[config.mk]
export PLATFORM = sky130hd
export DESIGN_NAME = pueo_pps_timestamper
export DESIGN_NICKNAME = d
export VERILOG_FILES = /design/src/rtl/pueo_time_pkg.sv /design/src/rtl/pueo_pps_edge_sync.sv /design/src/rtl/pueo_pps_timestamper.sv
export SDC_FILE = /design/constraint.sdc
export NUM_CORES = 1
export LEC_CHECK = 0
export ABC_CLOCK_PERIOD_IN_PS = 13700
export CORE_MARGIN = 2
export CORE_UTILIZATION = 35
export DETAILED_ROUTE_END_ITERATION = 12
export HOLD_SLACK_MARGIN = 0.06
export PLACE_DENSITY_LB_ADDON = 0.12
export SYNTH_ARGS = -nofsm -noshare
export SYNTH_HDL_FRONTEND = slang
export SYNTH_SLANG_ARGS = --single-unit
[constraint.sdc]
create_clock -name sys_clk_i -period 13.7 [get_ports sys_clk_i]
set_input_delay 2.74 -clock sys_clk_i [delete_from_list [all_inputs] [get_ports sys_clk_i]]
set_output_delay 2.74 -clock sys_clk_i [all_outputs]
set_load 0.01 [all_outputs]
[src/rtl/pueo_time_pkg.sv]
// Shared types for the sys_clk PPS timing core: FSM states and source-mode encodings.
package pueo_time_pkg;

  typedef enum logic [1:0] {
    INT      = 2'd0,
    ARMED    = 2'd1,
    HOLD     = 2'd2,
    FALLBACK = 2'd3
  } pps_state_t;

  localparam logic [1:0] MODE_INT    = 2'd0;
  localparam logic [1:0] MODE_EXT    = 2'd1;
  localparam logic [1:0] MODE_EXT_FB = 2'd2;

  // Mode 3 is treated exactly like mode 0.
  function automatic logic is_ext_mode(input logic [1:0] mode);
    return (mode == MODE_EXT) || (mode == MODE_EXT_FB);
  endfunction

endpackage

[src/rtl/pueo_pps_edge_sync.sv]
// Synchronises the raw external PPS inputs, picks the selected channel and
// produces a single-cycle rising-edge pulse on it.
module pueo_pps_edge_sync #(
  parameter int NUM_PPS = 2,
  parameter int SEL_W   = 1
) (
  input  logic               clk,
  input  logic               rst,
  input  logic [NUM_PPS-1:0] pps,
  input  logic [SEL_W-1:0]   sel,
  output logic               rise
);

  logic [NUM_PPS-1:0]  meta;
  logic [NUM_PPS-1:0]  sync;
  logic [2**SEL_W-1:0] sync_pad;
  logic                sel_bit;
  logic                sel_bit_d;

  // Unpopulated select codes read as a quiet (low) input.
  always_comb begin
    sync_pad              = '0;
    sync_pad[NUM_PPS-1:0] = sync;
  end

  always_ff @(posedge clk or posedge rst) begin
    if (rst) begin
      meta      <= '0;
      sync      <= '0;
      sel_bit   <= 1'b0;
      sel_bit_d <= 1'b0;
    end else begin
      meta      <= pps;
      sync      <= meta;
      sel_bit   <= sync_pad[sel];
      sel_bit_d <= sel_bit;
    end
  end

  assign rise = sel_bit & ~sel_bit_d;

endmodule

[src/rtl/pueo_pps_timestamper.sv]
// PPS source selection with holdoff, missing-PPS detection/fallback, seconds and
// free-running time counters, and a short history of PPS timestamps.
module pueo_pps_timestamper
  import pueo_time_pkg::*;
#(
  parameter int NUM_PPS       = 2,
  parameter int TIME_W        = 32,
  parameter int SEC_W         = 32,
  parameter int HIST_DEPTH    = 4,
  parameter int HOLDOFF_SHIFT = 12,
  parameter int TIMEOUT_CYC   = 130000000,
  localparam int SEL_W = (NUM_PPS > 1) ? $clog2(NUM_PPS) : 1,
  localparam int IDX_W = $clog2(HIST_DEPTH)
) (
  input  logic               sys_clk_i,
  input  logic               sys_rst_i,
  input  logic [NUM_PPS-1:0] pps_i,
  input  logic [SEL_W-1:0]   pps_sel_i,
  input  logic [1:0]         mode_i,
  input  logic               int_pps_i,
  input  logic [15:0]        holdoff_i,
  input  logic               runrst_i,
  input  logic               load_sec_i,
  input  logic [SEC_W-1:0]   update_sec_i,
  input  logic [IDX_W-1:0]   hist_idx_i,
  output logic               pps_flag_o,
  output logic               pps_pulse_o,
  output logic [SEC_W-1:0]   cur_sec_o,
  output logic [TIME_W-1:0]  cur_time_o,
  output logic [TIME_W-1:0]  hist_o,
  output logic               pps_missing_o,
  output logic               using_int_o,
  output logic [7:0]         missing_cnt_o
);

  localparam int HOLD_W = 16 + HOLDOFF_SHIFT;
  localparam int TO_W   = $clog2(TIMEOUT_CYC + 1);
  localparam logic [TO_W-1:0] TO_LAST = TO_W'(TIMEOUT_CYC - 1);
  localparam logic [TO_W-1:0] TO_MAX  = TO_W'(TIMEOUT_CYC);

  pps_state_t        state;
  pps_state_t        state_next;
  logic [HOLD_W-1:0] hold_cnt;
  logic [HOLD_W-1:0] hold_reload;
  logic [TO_W-1:0]   to_cnt;
  logic              rise;
  logic              flag_next;
  logic              load_hold;
  logic              timeout;
  logic [TIME_W-1:0] hist [HIST_DEPTH];

  pueo_pps_edge_sync #(
    .NUM_PPS (NUM_PPS),
    .SEL_W   (SEL_W)
  ) u_edge_sync (
    .clk  (sys_clk_i),
    .rst  (sys_rst_i),
    .pps  (pps_i),
    .sel  (pps_sel_i),
    .rise (rise)
  );

  // holdoff_i = 0 still yields 2^HOLDOFF_SHIFT cycles of holdoff.
  assign hold_reload = {holdoff_i, {HOLDOFF_SHIFT{1'b1}}};
  assign timeout     = !rise && (to_cnt == TO_LAST);

  always_comb begin
    state_next = state;
    flag_next  = 1'b0;
    load_hold  = 1'b0;
    case (state)
      INT: begin
        flag_next = int_pps_i;
        if (is_ext_mode(mode_i)) state_next = ARMED;
      end
      ARMED: begin
        flag_next = rise;
        if (rise) begin
          state_next = HOLD;
          load_hold  = 1'b1;
        end
      end
      HOLD: begin
        if (hold_cnt == '0) state_next = ARMED;
      end
      FALLBACK: begin
        flag_next = int_pps_i | rise;
        if (rise) begin
          state_next = HOLD;
          load_hold  = 1'b1;
        end
      end
      default: state_next = INT;
    endcase
    if (timeout && (mode_i == MODE_EXT_FB) && (state == ARMED || state == HOLD)) begin
      state_next = FALLBACK;
      load_hold  = 1'b0;
    end
    if (!is_ext_mode(mode_i)) begin
      state_next = INT;
      load_hold  = 1'b0;
    end
  end

  always_ff @(posedge sys_clk_i or posedge sys_rst_i) begin
    if (sys_rst_i) begin
      state       <= INT;
      hold_cnt    <= '0;
      pps_flag_o  <= 1'b0;
      pps_pulse_o <= 1'b0;
      using_int_o <= 1'b0;
    end else begin
      state       <= state_next;
      pps_flag_o  <= flag_next;
      pps_pulse_o <= (state_next == HOLD);
      using_int_o <= (state_next == INT) || (state_next == FALLBACK);
      if (load_hold)
        hold_cnt <= hold_reload;
      else if (state == HOLD && hold_cnt != '0)
        hold_cnt <= hold_cnt - 1'b1;
    end
  end

  // Timeout counter saturates so the missing event fires only once per outage.
  always_ff @(posedge sys_clk_i or posedge sys_rst_i) begin
    if (sys_rst_i) begin
      to_cnt        <= '0;
      pps_missing_o <= 1'b0;
      missing_cnt_o <= '0;
    end else begin
      if (rise)
        to_cnt <= '0;
      else if (to_cnt != TO_MAX)
        to_cnt <= to_cnt + 1'b1;
      if (rise)
        pps_missing_o <= 1'b0;
      else if (timeout)
        pps_missing_o <= 1'b1;
      if (timeout && missing_cnt_o != 8'hFF)
        missing_cnt_o <= missing_cnt_o + 8'd1;
    end
  end

  // History and seconds update on the registered flag, so hist[0] holds the
  // cur_time value visible while pps_flag_o is high.
  always_ff @(posedge sys_clk_i or posedge sys_rst_i) begin
    if (sys_rst_i) begin
      cur_sec_o  <= '0;
      cur_time_o <= '0;
      hist_o     <= '0;
      for (int k = 0; k < HIST_DEPTH; k++) hist[k] <= '0;
    end else begin
      if (load_sec_i)
        cur_sec_o <= update_sec_i;
      else if (pps_flag_o)
        cur_sec_o <= cur_sec_o + 1'b1;
      cur_time_o <= runrst_i ? '0 : cur_time_o + 1'b1;
      if (pps_flag_o) begin
        for (int k = HIST_DEPTH - 1; k > 0; k--) hist[k] <= hist[k-1];
        hist[0] <= cur_time_o;
      end
      if (int'(hist_idx_i) < HIST_DEPTH)
        hist_o <= hist[hist_idx_i];
      else
        hist_o <= '0;
    end
  end

endmodule

==> metrics.yaml, run 1 <==
power:
  ir_drop_mv: 0.09864
  power_density_mw_per_mm2: 129.3
  p_leak_nw: 7.141
setup_path:
  startpoint_type: "register"
  cpPeakStageDelay_ns: 0.91
  critical-path-top-delay-family: "flip-flops"
  critPathKind: "reg2out"
  worstPathArrival_ns: 2.16
  path_cells: "clkdlybuf4s50_1"
  path_max_fanout: 60
  worst_ep_required_time_ns: 10.96
  path_buf_inv: 1
  r2r_slack_ns: 10.40
  critPathSlowestCell: "dfrtp_4"
  endpoint_kind: "primary output"
place:
  place_area_mm2: 0.01567
  portBuffers: 167
  hpwl_um: 19240
  place.gp.congestion: 0.7411
  pre_cts_slack_ns: 8.672
final_layout:
  multiInputGateArea_mm2: 0.005743
  syn2layout_area_growth_pct: 24.92
  n_antenna_cell: 0
  drive_above_1_share_pct: 18.66
  nFillCells: 3541
  design_area_mm2: 0.01687
  seq_area_mm2: 0.007486
  fin_nets: 1342
clock_network:
  cts.sinks: 299
  root_buffer: "clkbuf_16"
  cts_resized: 0
  numCtsBuffers: 37
  clkTransAtPathRegs_ns: 0.05
  cts_setup_buffers: 0
  htree_num_levels: 2
  clock_latency_ns: 0.53
  cts_hold_buf: 0
  cts_buffer_depth: 3
  tritoncts: "built"
synthesis:
  ys_seq_area_share_pct: 55.42
  syn-instance-count: 1108
  async_flop_share_pct: 100.0
  synthesis.area_mm2: 0.01350
  synth_ff_type: "dfrtp_1"
  synth_edf_count: 0
  ys_ff_latch: 299
  yosys_warnings: 0
  yosysUniqueCellTypes: 51
  avgSynthCellArea_um2: 12.19
  syn-num-nets: 1181
status:
  status: "finished clean"
floorplanning:
  initial_core_util_pct: 35.68
  std_cell_rows: 71
  core_mm2: 0.03784
  ios: 168
  die_w_um: 200.4
  dieArea_mm2: 0.04016
  die_y_um: 200.4
grt:
  grt_first_pass_wirelength_um: 50320
  grt_pass1_vias: 9176
  grt_usage_pct: 15.27
  grt_max_degree: 169
  overflow: 0
  antenna_found_initial: 0
sta:
  maxSlewHeadroom_pct: 16.51
  max_freq_mhz: 203.9
  hold_viol_final: 0
  fin_crit_sh_pct: 35.80
  worst_slack_ns: 8.796
  timing.setup.tns_ns: 0
  holdWs_ns: 0.3467
  worst_pin_slew_ns: 1.241
  rsz0062_at_grt: "no"
  drv_slew: 0
  setup_viol: 0
  period_minus_slack_ns: 4.904
  skew_ns: 0.01969
drt:
  ant_nets: 0
  viasPerCell: 4.987
  drt_first_pass_iters: 4
  drc: 0
  drt_iter0_drc: 507
  vias: 9017
  routedWlPerCell_um: 16.79
  wl_um: 30350
job:
  maxCapViolations: 0
worst_hold_path:
  worstHoldPathType: "reg2reg"
-- registers in the layout (all words and copies together), names as in the netlist --
name,flops
cur_time_o,32
u_edge_sync.meta,2
u_edge_sync.sync,2
to_cnt,27
using_int_o,1
cur_sec_o,32
state,2
hist_o,32
pps_missing_o,1
hist,128
missing_cnt_o,8
u_edge_sync.sel_bit_d,1
pps_pulse_o,1
u_edge_sync.sel_bit,1
pps_flag_o,1
hold_cnt,28
-- where the power goes --
part	internal, mW	total [mW]	switching, mW
clock	0.579	0.963	0.383
sequential	0.937	1.00	0.0671
combinational	0.115	0.214	0.0991
-- through the flow --
stage	cells	util [%]	total power, mW
after floorplan	1108	-	1.145
after global placement	1741	41.39	1.234
after detailed placement	1741	41.39	1.238
after CTS	1808	44.57	2.221
after global routing	1808	44.57	2.287
final	1808	44.57	2.181
-- cells by family (layout without fill, tap and decap cells) --
family | count (synthesis) | count (layout) | share of synthesized area, %
and+or+nand+nor | 352 | 352 | 13.71
DFF | 299 | 299 | 55.42
muxes | 167 | 167 | 16.57
AOI/OAI and AO/OA | 112 | 112 | 4.874
xor gates and xnor gates | 95 | 95 | 6.163
buffers and inverters | 70 | 259 | 2.066
adders and majority gates | 13 | 13 | 1.205
-- cell usage in the layout, fill, tap and decap left out, types with 3 or more instances in the layout --
master	n
bufinv_16	3
nand3_1	40
o211ai_1	5
clkbuf_16	38
nor4_2	3
dfrtp_1	298
buf_2	3
or4_1	9
mux4_2	32
and4_1	12
xnor2_1	43
nand2_1	79
o21ai_0	38
nand2b_1	5
clkdlybuf4s50_1	164
clkinv_2	7
nor2_1	76
nand4_1	30
a31oi_1	7
and3_1	12
or3_1	21
xor2_1	52
and2_1	3
nor3_1	21
clkbuf_1	13
ha_1	13
mux2_2	132
o21ai_1	16
o31ai_1	4
mux2i_1	3
o2111ai_1	3
buf_4	6
nor4_1	24
a21oi_1	30
inv_1	17
-- synth_stat cells (18+ instances only) --
master | n | share of area, %
a21oi_1 | 30 | 1.1
clkbuf_1 | 44 | 1.2
dfrtp_1 | 299 | 55
inv_1 | 18 | 0.50
mux2_2 | 132 | 11
mux4_2 | 32 | 5.3
nand2_1 | 79 | 2.2
nand3_1 | 40 | 1.5
nand4_1 | 30 | 1.4
nor2_1 | 76 | 2.1
nor3_1 | 21 | 0.78
nor4_1 | 24 | 1.1
o21ai_0 | 38 | 1.4
or3_1 | 21 | 0.97
xnor2_1 | 43 | 2.8
xor2_1 | 52 | 3.4
-- final timing paths --
check | cells after the start | from | to
max | 1 | pps_flag_o | pps_flag_o
min | 0 | u_edge_sync.meta[1] | u_edge_sync.sync[1]
max reg2reg | 6 | hold_cnt[12] | using_int_o
min reg2reg | 0 | u_edge_sync.meta[1] | u_edge_sync.sync[1]
max in group asynchronous | 3 | sys_rst_i | hist[96]
min in group asynchronous | 2 | sys_rst_i | hold_cnt[16]
-- cell type report --
| class | count | share of cell area [%] |
|---|---|---|
| clock buffer | 52 | 6.009 |
| clock inverter | 15 | 1.113 |
| inverter | 18 | 0.4451 |
| multi-input combinational | 739 | 34.05 |
| sequential | 299 | 44.38 |
| tap | 511 | 3.791 |
| timing repair buffer | 174 | 10.21 |
-- routing by layer --
layer	routed length [µm]	track usage (%)	vias up
li1	-	-	4332
met1	14550	21.54	4497
met2	14010	24.12	151
met3	1290	3.214	37
met4	501	3.730	0
met5	0	0	-
Note: power is estimated with default switching activity, not from simulation.
==> run 2, diff against run 1 <==
ABC_CLOCK_PERIOD_IN_PS = 4200   (was 13700)
clock period = 4.2 ns   (was 13.7 ns; I/O delays follow)
==> run 2 against run 1 <==
Against the previous run: sequential share of layout area is 0.26 points lower; via count up 0.33%; flip-flop and latch count did not move; first-iteration DRC count decreased by 39%; power rose to 3.3 times the previous value; sequential power increased to 3.3 times the previous value; combinational power grew to 3.4 times the previous value; cell count up 0.33%; setup slack worse by 7.7 ns; clock power grew to 3.3 times the previous value; non-clock buffer count is 6 higher; routed wire length down 0.31%; critical endpoint is now using_int_o; largest cell class unchanged; largest power group unchanged; highest routed layer unchanged.
==> metrics.yaml, run 2 (same netlist as run 1, synthesis figures left out) <==
sta:
  skew_ns: 0.01825  # -0.001445 ns
  holdWs_ns: 0.3486  # +0.001918 ns
  setup_viol: 0  # unchanged
  worst_slack_ns: 1.083  # -7.713 ns
  rsz0062_at_grt: "no"
  max_freq_mhz: 320.8
  worst_pin_slew_ns: 1.268  # +0.02730 ns
  drv_slew: 0  # unchanged
  hold_viol_final: 0  # unchanged
  maxSlewHeadroom_pct: 14.67  # -1.8 points
  fin_crit_sh_pct: 74.22
  period_minus_slack_ns: 3.117
clock_network:
  cts_hold_buf: 0  # unchanged
  cts_buffer_depth: 3  # unchanged
  root_buffer: "clkbuf_16"
  cts_setup_buffers: 0  # unchanged
  clock_latency_ns: 0.53  # about the same
  numCtsBuffers: 37  # unchanged
  clkTransAtPathRegs_ns: 0.05  # about the same
  htree_num_levels: 2  # unchanged
  cts.sinks: 299  # unchanged
  cts_resized: 0  # unchanged
  tritoncts: "built"
setup_path:
  worst_ep_required_time_ns: 4.60  # -6.36 ns
  worstPathArrival_ns: 3.51  # +1.35 ns
  critPathKind: "reg2reg"
  critPathSlowestCell: "or4_1"
  cpPeakStageDelay_ns: 0.82  # -0.09 ns
  path_cells: "or4_1 > or4_1 > nor2_1 > a221oi_1 > a21o_1 > ha_1"
  path_max_fanout: 15  # -75%
  startpoint_type: "register"
  endpoint_kind: "register"
  cpMostUsedCell: "or4_1"
  r2r_slack_ns: 1.08  # -9.32 ns
floorplanning:
  core_mm2: 0.03784  # unchanged
  initial_core_util_pct: 35.68  # unchanged
  die_y_um: 200.4  # unchanged
  dieArea_mm2: 0.04016  # unchanged
  std_cell_rows: 71  # unchanged
  die_w_um: 200.4  # unchanged
  ios: 168  # unchanged
place:
  portBuffers: 167  # unchanged
  place.gp.congestion: 0.7796  # +5.2%
  pre_cts_slack_ns: 1.084  # -7.588 ns
  post-place-cells: 1747  # +0.34%
  hpwl_um: 19810  # +3.0%
drt:
  drt_iter0_drc: 308  # -39%
  ant_nets: 0  # unchanged
  viasPerCell: 4.987  # about the same
  drc: 0  # unchanged
  wl_um: 30260  # -0.31%
  drt_first_pass_iters: 6  # +2
  vias: 9047  # +0.33%
  routedWlPerCell_um: 16.68  # -0.64%
grt:
  grt_first_pass_wirelength_um: 50640  # +0.63%
  grt_usage_pct: 15.29  # +0.016 points
  grt_pass1_vias: 9269  # +1.0%
  grt_max_degree: 75  # -56%
  overflow: 0  # unchanged
  antenna_found_initial: 0  # unchanged
job:
  maxCapViolations: 0  # unchanged
final_layout:
  largest_reg_flops: 128  # unchanged
  drive_above_1_share_pct: 19.19  # +0.53 points
  fin_nets: 1348  # +0.45%
  final_common_cell: "dfrtp_1"
  nFillCells: 3584  # +1.2%
  final_cells: 1814  # +0.33%
  syn2layout_area_growth_pct: 25.65
  n_antenna_cell: 0  # unchanged
  regMostFlops: "hist"
  layout_common_cells: "dfrtp_1, clkdlybuf4s50_1, mux2_2, nand2_1, nor2_1"
status:
  status: "finished clean"
power:
  finalPower_mw: 7.132  # +230%
  p_leak_nw: 7.200  # +0.82%
  ir_drop_mv: 0.2870  # +190%
  power_density_mw_per_mm2: 420.4  # +230%
worst_hold_path:
  worstHoldPathType: "reg2reg"
==> run 2: changes by cell type in the layout (fill, tap and decap cells not counted), sizes merged <==
cell and delta:
buf +6, bufinv -2, clkbuf +7, clkinv -2, clkinvlp -1, inv -2
==> run 2: layout make-up <==
type,count,area (µm²),area share (%)
multi-input combinational,739,5741,33.84
timing repair buffer,180,1804,10.64
inverter,18,71.32,0.4204
sequential,299,7486,44.13
clock inverter,8,72.57,0.4278
clock buffer,59,1151,6.785
tap,511,639.4,3.769
==> run 2: final timing paths <==
kind                                           from                  end  cells after the start
worst max-delay path                    hold_cnt[6]          using_int_o                      6
worst min-delay path            u_edge_sync.meta[1]  u_edge_sync.sync[1]                      0
worst max register to register          hold_cnt[6]          using_int_o                      6
worst min register to register  u_edge_sync.meta[1]  u_edge_sync.sync[1]                      0
max in group asynchronous                 sys_rst_i           pps_flag_o                      3
min in group asynchronous                 sys_rst_i             hist[37]                      2
==> run 2: per-layer routing <==
layer  share of wire (%)  GRT usage, %  vias up
met3                 5.3         3.994       41
li1                    -             -     4341
met5                   0             0        -
met4                 1.7         3.915        0
met2                  47         24.63      147
met1                  46         20.57     4518
==> run 2: power breakdown <==
group | internal, mW | switching [mW]
clock | 1.94 | 1.21
combinational | 0.380 | 0.339
sequential | 3.06 | 0.206
total | 5.38 | 1.76
==> run 2: through the flow <==
step | utilization [%] | setup TNS [ns] | instance area, µm²
after floorplan | - | -183.31 | 13510
after global placement | 41.60 | 0 | 15740
after detailed placement | 41.60 | 0 | 15740
after CTS | 44.83 | 0 | 16970
after global routing | 44.83 | 0 | 16970
final | 44.83 | 0 | 16970
==> run 2: critical path, delay by kind of cell, from the launching register on <==
family	cells	cell delay [ns]
AOI/OAI and AO/OA	2	0.37
adders and majority gates	1	0.27
and+or+nand+nor	3	1.93
DFF	1	0.42
